`config.mk`:
```
export PLATFORM = sky130hd
export DESIGN_NAME = ex_stage_flat
export DESIGN_NICKNAME = d
export VERILOG_FILES = /design/src/rtl/ex_stage_if.sv /design/src/rtl/ex_stage.sv /design/src/flat_wrapper.sv
export SDC_FILE = /design/constraint.sdc
export NUM_CORES = 1
export LEC_CHECK = 0
export ABC_AREA = 1
export CORE_MARGIN = 3
export CORE_UTILIZATION = 52
export CTS_CLUSTER_DIAMETER = 50
export CTS_CLUSTER_SIZE = 8
export DETAILED_ROUTE_END_ITERATION = 6
export PLACE_DENSITY = 0.8
export SETUP_SLACK_MARGIN = 0.3
export SLEW_MARGIN = 15
export SYNTH_ARGS = -nofsm -noshare
export SYNTH_HDL_FRONTEND = slang
export SYNTH_SLANG_ARGS = --single-unit
```
`constraint.sdc`:
```
create_clock -name clk -period 4 [get_ports clk]
set_input_delay 0.8 -clock clk [delete_from_list [all_inputs] [get_ports clk]]
set_output_delay 0.8 -clock clk [all_outputs]
set_load 0.005 [all_outputs]
```
`src/rtl/ex_stage_if.sv`:
```
// Execute-stage bus: operands and control from decode / register file in,
// X-stage, M-stage and divider-support results back out.
interface ex_stage_if #(
    parameter int XLEN = 32
);
    logic            ex_v;
    logic [3:0]      alu_op;
    logic            use_imm;
    logic [XLEN-1:0] imm;
    logic            alu_uns;
    logic [XLEN-1:0] rs1_data;
    logic [XLEN-1:0] rs2_data;
    logic [XLEN-1:0] rd_data_x;
    logic [XLEN+1:0] alu_l;
    logic            eq_o;
    logic [XLEN-1:0] rd_data_m;
    logic            m_v;

    modport master (
        output ex_v, alu_op, use_imm, imm, alu_uns, rs1_data, rs2_data,
        input  rd_data_x, alu_l, eq_o, rd_data_m, m_v
    );

    modport slave (
        input  ex_v, alu_op, use_imm, imm, alu_uns, rs1_data, rs2_data,
        output rd_data_x, alu_l, eq_o, rd_data_m, m_v
    );
endinterface

```
`src/rtl/ex_stage.sv`:
```
// Integer execute stage: combinational ALU in X, X-to-M pipeline register,
// divider-support subtractor/equality, and a 2-stage RV32M multiplier.
// Define EX_MUL_EN to build the multiplier; without it ops 11-14 act as
// reserved (rd_data_m = 0) and the partial-product logic is removed.
module ex_stage #(
    parameter int XLEN = 32
) (
    input  logic      clk,
    input  logic      reset,
    ex_stage_if.slave bus
);
    localparam logic [3:0] OP_ADD = 4'd0,  OP_SUB = 4'd1,  OP_SLL = 4'd2,  OP_SLT = 4'd3;
    localparam logic [3:0] OP_SLTU = 4'd4, OP_XOR = 4'd5,  OP_SRL = 4'd6,  OP_SRA = 4'd7;
    localparam logic [3:0] OP_OR = 4'd8,   OP_AND = 4'd9,  OP_PASSB = 4'd10, OP_MUL = 4'd11;
    localparam logic [3:0] OP_MULH = 4'd12, OP_MULHSU = 4'd13, OP_MULHU = 4'd14;

    localparam logic [1:0] TAG_ALU = 2'd0, TAG_MUL_LO = 2'd1, TAG_MUL_HI = 2'd2;

    logic [XLEN-1:0] opb;
    logic [4:0]      shamt;
    logic [XLEN-1:0] alu_res;
    logic [1:0]      tag;
    logic [XLEN-1:0] alu_res_p1;
    logic [1:0]      tag_p1;
    logic            vld_p1;

    function automatic logic [XLEN+1:0] ext34(input logic [XLEN-1:0] v, input logic uns);
        return uns ? {2'b00, v} : {{2{v[XLEN-1]}}, v};
    endfunction

    assign opb   = bus.use_imm ? bus.imm : bus.rs2_data;
    assign shamt = opb[4:0];

    // Divider support: always live, always on rs2_data regardless of use_imm or ex_v
    always_comb begin
        bus.alu_l = ext34(bus.rs1_data, bus.alu_uns) - ext34(bus.rs2_data, bus.alu_uns);
        bus.eq_o  = (bus.rs1_data == bus.rs2_data);
    end

    // X-stage ALU result and M-stage result tag
    always_comb begin
        alu_res = '0;
        tag     = TAG_ALU;
        case (bus.alu_op)
            OP_ADD:   alu_res = bus.rs1_data + opb;
            OP_SUB:   alu_res = bus.rs1_data - opb;
            OP_SLL:   alu_res = bus.rs1_data << shamt;
            OP_SLT:   alu_res = {31'b0, $signed(bus.rs1_data) < $signed(opb)};
            OP_SLTU:  alu_res = {31'b0, bus.rs1_data < opb};
            OP_XOR:   alu_res = bus.rs1_data ^ opb;
            OP_SRL:   alu_res = bus.rs1_data >> shamt;
            OP_SRA:   alu_res = $unsigned($signed(bus.rs1_data) >>> shamt);
            OP_OR:    alu_res = bus.rs1_data | opb;
            OP_AND:   alu_res = bus.rs1_data & opb;
            OP_PASSB: alu_res = opb;
            OP_MUL:   tag     = TAG_MUL_LO;
            OP_MULH, OP_MULHSU, OP_MULHU: tag = TAG_MUL_HI;
            default:  alu_res = '0;
        endcase
    end

    assign bus.rd_data_x = alu_res;

    // X-to-M control/ALU register: capture on valid X, hold through bubbles
    always_ff @(posedge clk) begin
        if (reset) begin
            vld_p1     <= 1'b0;
            alu_res_p1 <= '0;
            tag_p1     <= TAG_ALU;
        end else begin
            vld_p1 <= bus.ex_v;
            if (bus.ex_v) begin
                alu_res_p1 <= alu_res;
                tag_p1     <= tag;
            end
        end
    end

    assign bus.m_v = vld_p1;

`ifdef EX_MUL_EN
    logic                a_sgn, b_sgn;
    logic signed [32:0]  a_ext, b_ext;
    logic signed [33:0]  a_hi, b_hi, a_lo, b_lo;
    logic [31:0]         pp_ll;
    logic signed [33:0]  pp_lh, pp_hl, pp_hh;
    logic [31:0]         pp_ll_p1;
    logic signed [33:0]  pp_lh_p1, pp_hl_p1, pp_hh_p1;
    logic signed [65:0]  sum_m;

    function automatic logic signed [65:0] sx66(input logic signed [33:0] v);
        return {{32{v[33]}}, v};
    endfunction

    // X-stage: 33-bit operand extension, 17b signed / 16b unsigned split, partial products
    always_comb begin
        a_sgn = (bus.alu_op == OP_MULH) || (bus.alu_op == OP_MULHSU);
        b_sgn = (bus.alu_op == OP_MULH);
        a_ext = $signed({a_sgn & bus.rs1_data[31], bus.rs1_data});
        b_ext = $signed({b_sgn & bus.rs2_data[31], bus.rs2_data});
        a_hi  = {{17{a_ext[32]}}, a_ext[32:16]};
        b_hi  = {{17{b_ext[32]}}, b_ext[32:16]};
        a_lo  = {18'b0, a_ext[15:0]};
        b_lo  = {18'b0, b_ext[15:0]};
        pp_ll = {16'b0, a_ext[15:0]} * {16'b0, b_ext[15:0]};
        pp_lh = a_lo * b_hi;
        pp_hl = a_hi * b_lo;
        pp_hh = a_hi * b_hi;
    end

    // X-to-M partial-product register: same capture/hold rule as the ALU result
    always_ff @(posedge clk) begin
        if (reset) begin
            pp_ll_p1 <= '0;
            pp_lh_p1 <= '0;
            pp_hl_p1 <= '0;
            pp_hh_p1 <= '0;
        end else if (bus.ex_v) begin
            pp_ll_p1 <= pp_ll;
            pp_lh_p1 <= pp_lh;
            pp_hl_p1 <= pp_hl;
            pp_hh_p1 <= pp_hh;
        end
    end

    // M-stage: recombine partial products and select the result
    always_comb begin
        sum_m = $signed({34'b0, pp_ll_p1})
              + ((sx66(pp_lh_p1) + sx66(pp_hl_p1)) <<< 16)
              + (sx66(pp_hh_p1) <<< 32);
        case (tag_p1)
            TAG_MUL_LO: bus.rd_data_m = sum_m[31:0];
            TAG_MUL_HI: bus.rd_data_m = sum_m[63:32];
            default:    bus.rd_data_m = alu_res_p1;
        endcase
    end
`else
    // M-stage: no multiplier, multiply tags read as zero
    always_comb begin
        bus.rd_data_m = (tag_p1 == TAG_ALU) ? alu_res_p1 : '0;
    end
`endif

endmodule
```
`src/flat_wrapper.sv`:
```
// flat-port wrapper written by rule: the top's interface ports become plain ports
module ex_stage_flat 
#(
    parameter int XLEN = 32
)
  (clk, reset, bus_ex_v, bus_alu_op, bus_use_imm, bus_imm, bus_alu_uns, bus_rs1_data, bus_rs2_data, bus_rd_data_x, bus_alu_l, bus_eq_o, bus_rd_data_m, bus_m_v);
  ex_stage_if #(.XLEN(XLEN)) bus_i ();
  input  logic clk;
  input  logic reset;
  input wire logic [$bits(bus_i.ex_v)-1:0] bus_ex_v;
  input wire logic [$bits(bus_i.alu_op)-1:0] bus_alu_op;
  input wire logic [$bits(bus_i.use_imm)-1:0] bus_use_imm;
  input wire logic [$bits(bus_i.imm)-1:0] bus_imm;
  input wire logic [$bits(bus_i.alu_uns)-1:0] bus_alu_uns;
  input wire logic [$bits(bus_i.rs1_data)-1:0] bus_rs1_data;
  input wire logic [$bits(bus_i.rs2_data)-1:0] bus_rs2_data;
  output wire logic [$bits(bus_i.rd_data_x)-1:0] bus_rd_data_x;
  output wire logic [$bits(bus_i.alu_l)-1:0] bus_alu_l;
  output wire logic [$bits(bus_i.eq_o)-1:0] bus_eq_o;
  output wire logic [$bits(bus_i.rd_data_m)-1:0] bus_rd_data_m;
  output wire logic [$bits(bus_i.m_v)-1:0] bus_m_v;
  assign bus_i.ex_v = bus_ex_v;
  assign bus_i.alu_op = bus_alu_op;
  assign bus_i.use_imm = bus_use_imm;
  assign bus_i.imm = bus_imm;
  assign bus_i.alu_uns = bus_alu_uns;
  assign bus_i.rs1_data = bus_rs1_data;
  assign bus_i.rs2_data = bus_rs2_data;
  assign bus_rd_data_x = bus_i.rd_data_x;
  assign bus_alu_l = bus_i.alu_l;
  assign bus_eq_o = bus_i.eq_o;
  assign bus_rd_data_m = bus_i.rd_data_m;
  assign bus_m_v = bus_i.m_v;
  ex_stage #(.XLEN(XLEN)) u_core (.clk(clk), .reset(reset), .bus(bus_i));
endmodule
```
==> impl_metrics.ini, run 1 <==
[synthesis]
syn_area_per_cell_sq_um = 5.18
yosysSeqAreaShare = 0.0497
yosys_warnings = 0
synth-edff-count = 0
synth-main-ff-cell = dfxtp_1
yosys-top-cells-area = nand2_1 (20%), nand3_1 (17%), ha_1 (12%)
ys_ff_latch = 35
syn_nets = 2965
async_flop_share = 0
syn_area_sq_um = 14100
synth_top_area_cell = nand2_1
ys_types = 49
synth_top_area_frac = 0.201
netlist_instances = 2725

[floorplan]
start_util = 0.535
placementRows = 59
die_h_um = 171
fp.dieW_um = 171
io_pins = 205

[clock_network]
clock_path_buffers = 2
cts.sinks = 35
cts_hold_buf = 0
cts_buffers = 5
cts_root_buffer = clkbuf_16
htreeDepth = 2

[status]
status = did not finish
error = [ERROR GRT-0116] Global routing finished with congestion. Check the congestion regions in the DRC Viewer.
lastStage = global routing

[global_routing]
gr-total-overflow = 1401
grt_max_degree = 59
grt_pass1_vias = 33569
grt.total_usage = 0.892
grt_pass1_wl_mm = 201

[place]
gp_congestion = 1.33
dpl_worst_slack_ns = -0.887
io_buffers = 204
hpwl_mm = 61.4
dp.cells = 3750
## metal layers
layer  GRT overflow  track usage
met1             32        0.816
met3             28        0.676
met4            409         1.04
met5              8        0.473
met2            924         1.12
## synthesized netlist by cell type (23+ instances only)
cell and n:
a21oi_1 146, buf_2 48, clkbuf_1 35, dfxtp_1 35
ha_1 132, inv_1 393, nand2_1 755, nand3_1 487
nand4_1 42, nor2_1 245, o21ai_0 120, o22ai_1 23
## kinds of logic after synthesis
kind of cell               share of synthesized area
DFF                                           0.0497
adders and majority gates                      0.121
and+or+nand+nor                                0.491
xor gates and xnor gates                      0.0186
AOI/OAI and AO/OA                              0.165
buffers and inverters                          0.155
## per-stage QoR
step,utilization,setup TNS [ns],cell area (sq um)
2_1_floorplan,-,0,14300
3_3_place_gp,0.785,-27.98,20700
3_5_place_dp,0.785,-34.00,20700
4_1_cts,0.943,0,24900
## repair_timing
action | in CTS
gates cloned | 1
endpoints found under the setup margin | 63
resized for setup | 970
buffers inserted | 157
pin swaps | 303
==> run 2, diff against run 1 <==
Settings changed: CORE_UTILIZATION 52 to 40, CTS_CLUSTER_DIAMETER 50 to not set, CTS_CLUSTER_SIZE 8 to not set, PLACE_DENSITY 0.8 to not set, PLACE_DENSITY_LB_ADDON set to 0.15, SETUP_SLACK_MARGIN 0.3 to not set.
Clock period 4 ns to 5.2 ns, I/O delays scaled along.
==> run 2 against run 1 <==
Effect of this change: the flow now finishes, with violations (design-rule violations); synthesized cell count did not move; area after synthesis did not move.
==> impl_metrics.ini, run 2 <==
[hold_path]
whs_path_depth = 2
min_path_type = reg2reg

[worst_setup_path]
cp_data_required_time_ns = 4.16
crit_slowest_cell = clkdlybuf4s50_1
cp.buffers_inverters = 6
critPathTopFamily = buffers and inverters
critPathKind = in2out
crit_path_max_incr_delay_ns = 0.50
cp.arrival_ns = 4.13
crit_chain = clkdlybuf4s50_1 -> or2_2 -> o21a_4 -> buf_4 -> ha_1 -> a21oi_2 -> o21ai_0 -> inv_1 -> nand2_1 -> inv_1 -> nand3_1 -> nand2_1 -> nand3_1 -> nand2_1 -> nor2_1 -> buf_4 -> nand2_1 -> clkdlybuf4s50_1
startpoint_type = primary input
cp-end-kind = output pin
cpMostUsedCell = nand2_1
cp_max_fo = 3
crit_cells = 18
reg2reg_depth = 4

[floorplan]
die-area_sq_um = 37600
start_util = 0.408
fp.coreArea_sq_um = 34600
io_pins = 205
die_h_um = 194
fp.dieW_um = 194
placementRows = 68

[timing]
setup_violations = 0
drv_slew = 0
finalCritPeriodShare = 0.994
relSlewSlack = 0.386
rsz0062_at_grt = yes
finalSetupTns_ns = 0
finClkSkew_ns = 0
fmax_mhz = 193
final_hold_viol_count = 0
tightest_slew_ns = 0.919
whs_ns = 0.475
post-route-min-period_ns = 5.17

[clock_network]
clock_path_buffers = 2
cts_buffers = 5
htreeDepth = 2
clock_latency_ns = 0.29
cts_hold_buf = 0
cts_root_buffer = clkbuf_16
clk_pin_slew_worst_paths_ns = 0.06
cts.sinks = 35
cts_tree = yes

[final_layout]
instances_no_fill = 3741
regMostFlops = u_core.alu_res_p1
largest_register_ffs = 32
final_common_cell = nand2_1
fin_util = 0.599
final_area_sq_um = 20700
synthToLayoutAreaGrowth_pct = 47.0
final_nets = 3523
final_cell_mix = nand2_1 (729), nand3_1 (470), buf_4 (448)
drive_gt1_frac = 0.215

[power]
power_frac_seq = 0.088
p_int_mw = 1.66
sw_frac_of_total = 0.509
p_switching_mw = 1.72
vdd_drop_max_mv = 0.152
pwr_density_cell_nw_per_um2 = 163
leakage_nw = 10.8
comb_power_share = 0.818
p_clk_frac = 0.095

[synthesis]
synth_top_area_frac = 0.201
yosys-top-cells-area = nand2_1 (20%), nand3_1 (17%), ha_1 (12%)
synth-edff-count = 0
syn_area_per_cell_sq_um = 5.18
syn_area_sq_um = 14100
async_flop_share = 0
syn_nets = 2965
synth_top_area_cell = nand2_1
yosysSeqAreaShare = 0.0497
ys_types = 49
synth.most_common_cell = nand2_1
yosys_warnings = 0
synth-main-ff-cell = dfxtp_1
netlist_instances = 2725
ys_ff_latch = 35
synth_common_cells = nand2_1 (755), nand3_1 (487), inv_1 (393)

[run]
maxCapViolCount = 0

[route]
vias_per_cell = 5.77
drc = 2
drt_iter0_drc = 2646
drt_wl_total_mm = 82.0
wl_per_cell_um = 21.9
vias = 21579
antenna_left = 0
drt_first_pass_iters = 7

[global_routing]
grt_max_degree = 60
grt_pass1_vias = 20595
grt.total_usage = 0.408
grt_pass1_wl_mm = 120
antenna_found_initial = 0
gr-total-overflow = 0

[place]
gp_congestion = 1.10
place_area_sq_um = 19600
dp.cells = 3717
io_buffers = 204
hpwl_mm = 68.2

[status]
status = complete, but fails checks
violations = design-rule violations
run 2: repair_timing:
item | 4_1_cts | 5_1_grt
gates resized for setup | 56 | 195
setup endpoints to repair | 31 | 41
buffers inserted | 4 | 9
pin swaps | 5 | 21
gates cloned | 0 | 1
run 2: cells by family after synthesis:
kind of cell / synth area share
buffers and inverters: 0.155
flip-flops: 0.0497
AO/OA/AOI/OAI: 0.165
adder cells (fa/ha/maj): 0.121
XOR/XNOR: 0.0186
AND/OR/NAND/NOR: 0.491
run 2: routing by layer:
| layer | part of all wire | global-route usage | vias to the layer above | wire, um |
|---|---|---|---|---|
| li1 | - | - | 10024 | - |
| met2 | 0.44 | 0.674 | 1348 | 36400 |
| met4 | 0.083 | 0.256 | 0 | 6790 |
| met3 | 0.10 | 0.0942 | 362 | 8350 |
| met5 | 0 | 0 | - | 0 |
| met1 | 0.37 | 0.479 | 9845 | 30500 |
run 2: final cells by class:
class,instances,area [sq um]
Tap cell,455,569
Timing Repair Buffer,666,5670
Multi-Input combinational cell,2169,12100
Fill cell,3491,13900
Inverter,406,1530
Clock buffer,8,156
Antenna cell,2,5.00
Sequential cell,35,701
run 2: final timing paths:
path,startpoint,to,slack [ns]
worst max-delay path,bus_imm[20],bus_rd_data_x[21],0.03
worst min-delay path,u_core.tag_p1[0]$_SDFFE_PP0P_,u_core.tag_p1[0]$_SDFFE_PP0P_,0.47
worst max register to register,u_core.alu_res_p1[30]$_SDFFE_PP0P_,u_core.alu_res_p1[30]$_SDFFE_PP0P_,4.46
worst min register to register,u_core.tag_p1[0]$_SDFFE_PP0P_,u_core.tag_p1[0]$_SDFFE_PP0P_,0.47
run 2: per-stage QoR:
step / power, mW / worst slack, ns
after floorplan: 1.54 / 0.690
after global placement: 2.79 / -0.312
after detailed placement: 2.82 / -0.249
after CTS: 3.17 / -0.0401
after global routing: 3.58 / -0.0618
final: 3.38 / 0.0303
run 2: worst min-delay path: stages, from the launching register on:
cell and delay, ns:
dfxtp_1 0.31, nand3_1 0.07, nand2_1 0.05
run 2: power groups by stage:
stage,combinational (mW),sequential (mW),clock (mW)
finish,2.77,0.296,0.321
CTS,2.55,0.296,0.325
detailed placement,2.51,0.302,0
floorplan,1.24,0.300,0
global route,2.95,0.298,0.334
global placement,2.49,0.301,0
Power figures use the tool's default switching activity.
==> run 3, diff against run 2 <==
Clock period 5.2 ns to 5.6 ns, I/O delays scaled along.
==> run 3 against run 2 <==
Effect of this change: the run now ends clean; largest cell class unchanged; register-to-register slack better by 0.38 ns; non-clock buffer count is 215 lower; cell count is 5.8% lower; largest power group unchanged; die area stayed put.
==> impl_metrics.ini, run 3 (synthesis results as in run 2) <==
[status]
status = finished clean

[clock_network]
cts_root_buffer = clkbuf_16
cts_tree = yes
htreeDepth = 2
cts_hold_buf = 0
cts_buffers = 5
cts.sinks = 35
clk_pin_slew_worst_paths_ns = 0.06
clock_latency_ns = 0.28
clock_path_buffers = 2

[floorplan]
placementRows = 68
die-area_sq_um = 37600
io_pins = 205
fp.coreArea_sq_um = 34600
fp.dieW_um = 194
start_util = 0.408
die_h_um = 194

[timing]
drv_slew = 0
setup_violations = 0
post-route-min-period_ns = 5.51
tightest_slew_ns = 0.929
finalCritPeriodShare = 0.983
finClkSkew_ns = 0
fmax_mhz = 182
rsz0062_at_grt = yes
final_hold_viol_count = 0
relSlewSlack = 0.378

[power]
p_int_mw = 1.33
p_clk_frac = 0.100
sw_frac_of_total = 0.530
power_frac_seq = 0.097
pwr_density_cell_nw_per_um2 = 154
leakage_nw = 9.69
p_switching_mw = 1.50
vdd_drop_max_mv = 0.139
comb_power_share = 0.803

[place]
place_area_sq_um = 18000
io_buffers = 204
hpwl_mm = 65.9
gp_congestion = 1.07

[worst_setup_path]
startpoint_type = primary input
cp_data_required_time_ns = 4.48
critPathTopFamily = simple AND/OR/NAND/NOR gates
reg2reg_depth = 3
critPathKind = in2out
cp.buffers_inverters = 5
crit_chain = clkdlybuf4s50_1 -> or2_2 -> o21ai_2 -> ha_1 -> buf_4 -> nor2_1 -> inv_1 -> nor2_2 -> nand3_1 -> nand3_2 -> nand2_1 -> nand2_1 -> nand2_1 -> nand3_1 -> nand3_1 -> nor2_1 -> inv_1 -> clkdlybuf4s50_1
cp_max_fo = 5
r2r_end = u_core.alu_res_p1[13]$_SDFFE_PP0P_
crit_slowest_cell = clkdlybuf4s50_1
cp-end-kind = output pin
crit_path_max_incr_delay_ns = 0.45
r2r_slack_ns = 4.84
cp.arrival_ns = 4.39
rr_startpoint = u_core.alu_res_p1[13]$_SDFFE_PP0P_

[hold_path]
whs_path_depth = 2
min_to = u_core.tag_p1[0]$_SDFFE_PP0P_
hold_start = u_core.tag_p1[0]$_SDFFE_PP0P_
min_path_type = reg2reg

[global_routing]
grt_pass1_vias = 19794
grt.total_usage = 0.397
gr-total-overflow = 0
grt_max_degree = 73
antenna_found_initial = 2
grt_pass1_wl_mm = 116

[final_layout]
final_cell_mix = nand2_1 (749), nand3_1 (481), inv_1 (392)
final_area_sq_um = 18500
drive_gt1_frac = 0.121
regMostFlops = u_core.alu_res_p1
seqCellArea_sq_um = 701
largest_register_ffs = 32
synthToLayoutAreaGrowth_pct = 30.8
fill_cells = 3684
fin_util = 0.533
final_nets = 3308
multiInputGateArea_sq_um = 11500
final_common_cell = nand2_1

[route]
antenna_left = 0
drt_first_pass_iters = 7
vias = 20461
drt_iter0_drc = 2239
drt_wl_total_mm = 79.1
wl_per_cell_um = 22.4
vias_per_cell = 5.81
drc = 0

[run]
maxCapViolCount = 0
run 3: cell count changes in the layout (fill, tap and decap cells not counted), moves of 13 or more:
cell / delta
nor2_1: +27
buf_4: -211
nand2_2: -19
a21oi_1: +15
nor2_2: -21
ha_1: +13
o21ai_0: +18
nand2_1: +20
a21oi_2: -16
ha_4: -15
run 3: area by class of cell:
cell class | count | area share
diodes | 1 | 0.000136
clock buffers | 6 | 0.00752
clock inverters | 1 | 0.000271
inverters | 406 | 0.0828
multi-input cells | 2169 | 0.622
flip-flops and latches | 35 | 0.0379
well taps | 455 | 0.0308
repair buffers | 451 | 0.218
run 3: worst min-delay path, stage by stage, from the launching register on:
cell and delay, ns:
dfxtp_1 0.31, nand3_1 0.07, nand2_1 0.05
run 3: how the worst max path moves through the flow:
stage,from,endpoint,slack [ns],cells after the start
finish,bus_imm[8],bus_rd_data_x[20],0.09,18
global route,bus_imm[18],bus_rd_data_x[24],-0.08,19
CTS,bus_imm[7],bus_rd_data_x[0],0.0008,19
detailed placement,bus_imm[7],bus_rd_data_x[10],-0.09,19
global placement,bus_imm[7],bus_rd_data_x[10],-0.11,19
floorplan,bus_use_imm,bus_rd_data_x[18],0.93,22
run 3: per-layer routing:
layer  up-vias  global-route usage  routed length [um]
met4         2               0.198                4960
met5         -                   0                  15
li1       9607                   -                   -
met2      1189               0.675               36000
met3       267              0.0824                7610
met1      9396               0.475               30500
run 3: what timing repair did:
item                                    4_1_cts  5_1_grt
gates cloned                                  0        1
setup buffers                                 0        2
gates resized for setup                       5       76
pin swaps                                     0        7
endpoints found under the setup margin        4       39
hold endpoints to repair                      0        0
run 3: metrics by stage:
step | total power, mW | setup TNS, ns | std cells | setup slack, ns | hold WS [ns]
6_report | 2.83 | 0 | 3524 | 0.0924 | 0.473
3_5_place_dp | 2.44 | -0.145 | 3513 | -0.0860 | 0.465
3_3_place_gp | 2.43 | -0.233 | 3513 | -0.106 | 0.458
4_1_cts | 2.73 | 0 | 3520 | 0.000815 | 0.474
5_1_grt | 3.01 | -0.302 | 3523 | -0.0777 | 0.500
2_1_floorplan | 1.43 | 0 | 2725 | 0.930 | 0.443
run 3: power by group through the flow:
| stage | Clock, mW | Sequential (mW) | Combinational [mW] |
|---|---|---|---|
| 2_1_floorplan | 0 | 0.278 | 1.15 |
| 3_3_place_gp | 0 | 0.279 | 2.15 |
| 3_5_place_dp | 0 | 0.281 | 2.16 |
| 4_1_cts | 0.284 | 0.275 | 2.17 |
| 5_1_grt | 0.297 | 0.277 | 2.44 |
| 6_report | 0.284 | 0.275 | 2.28 |
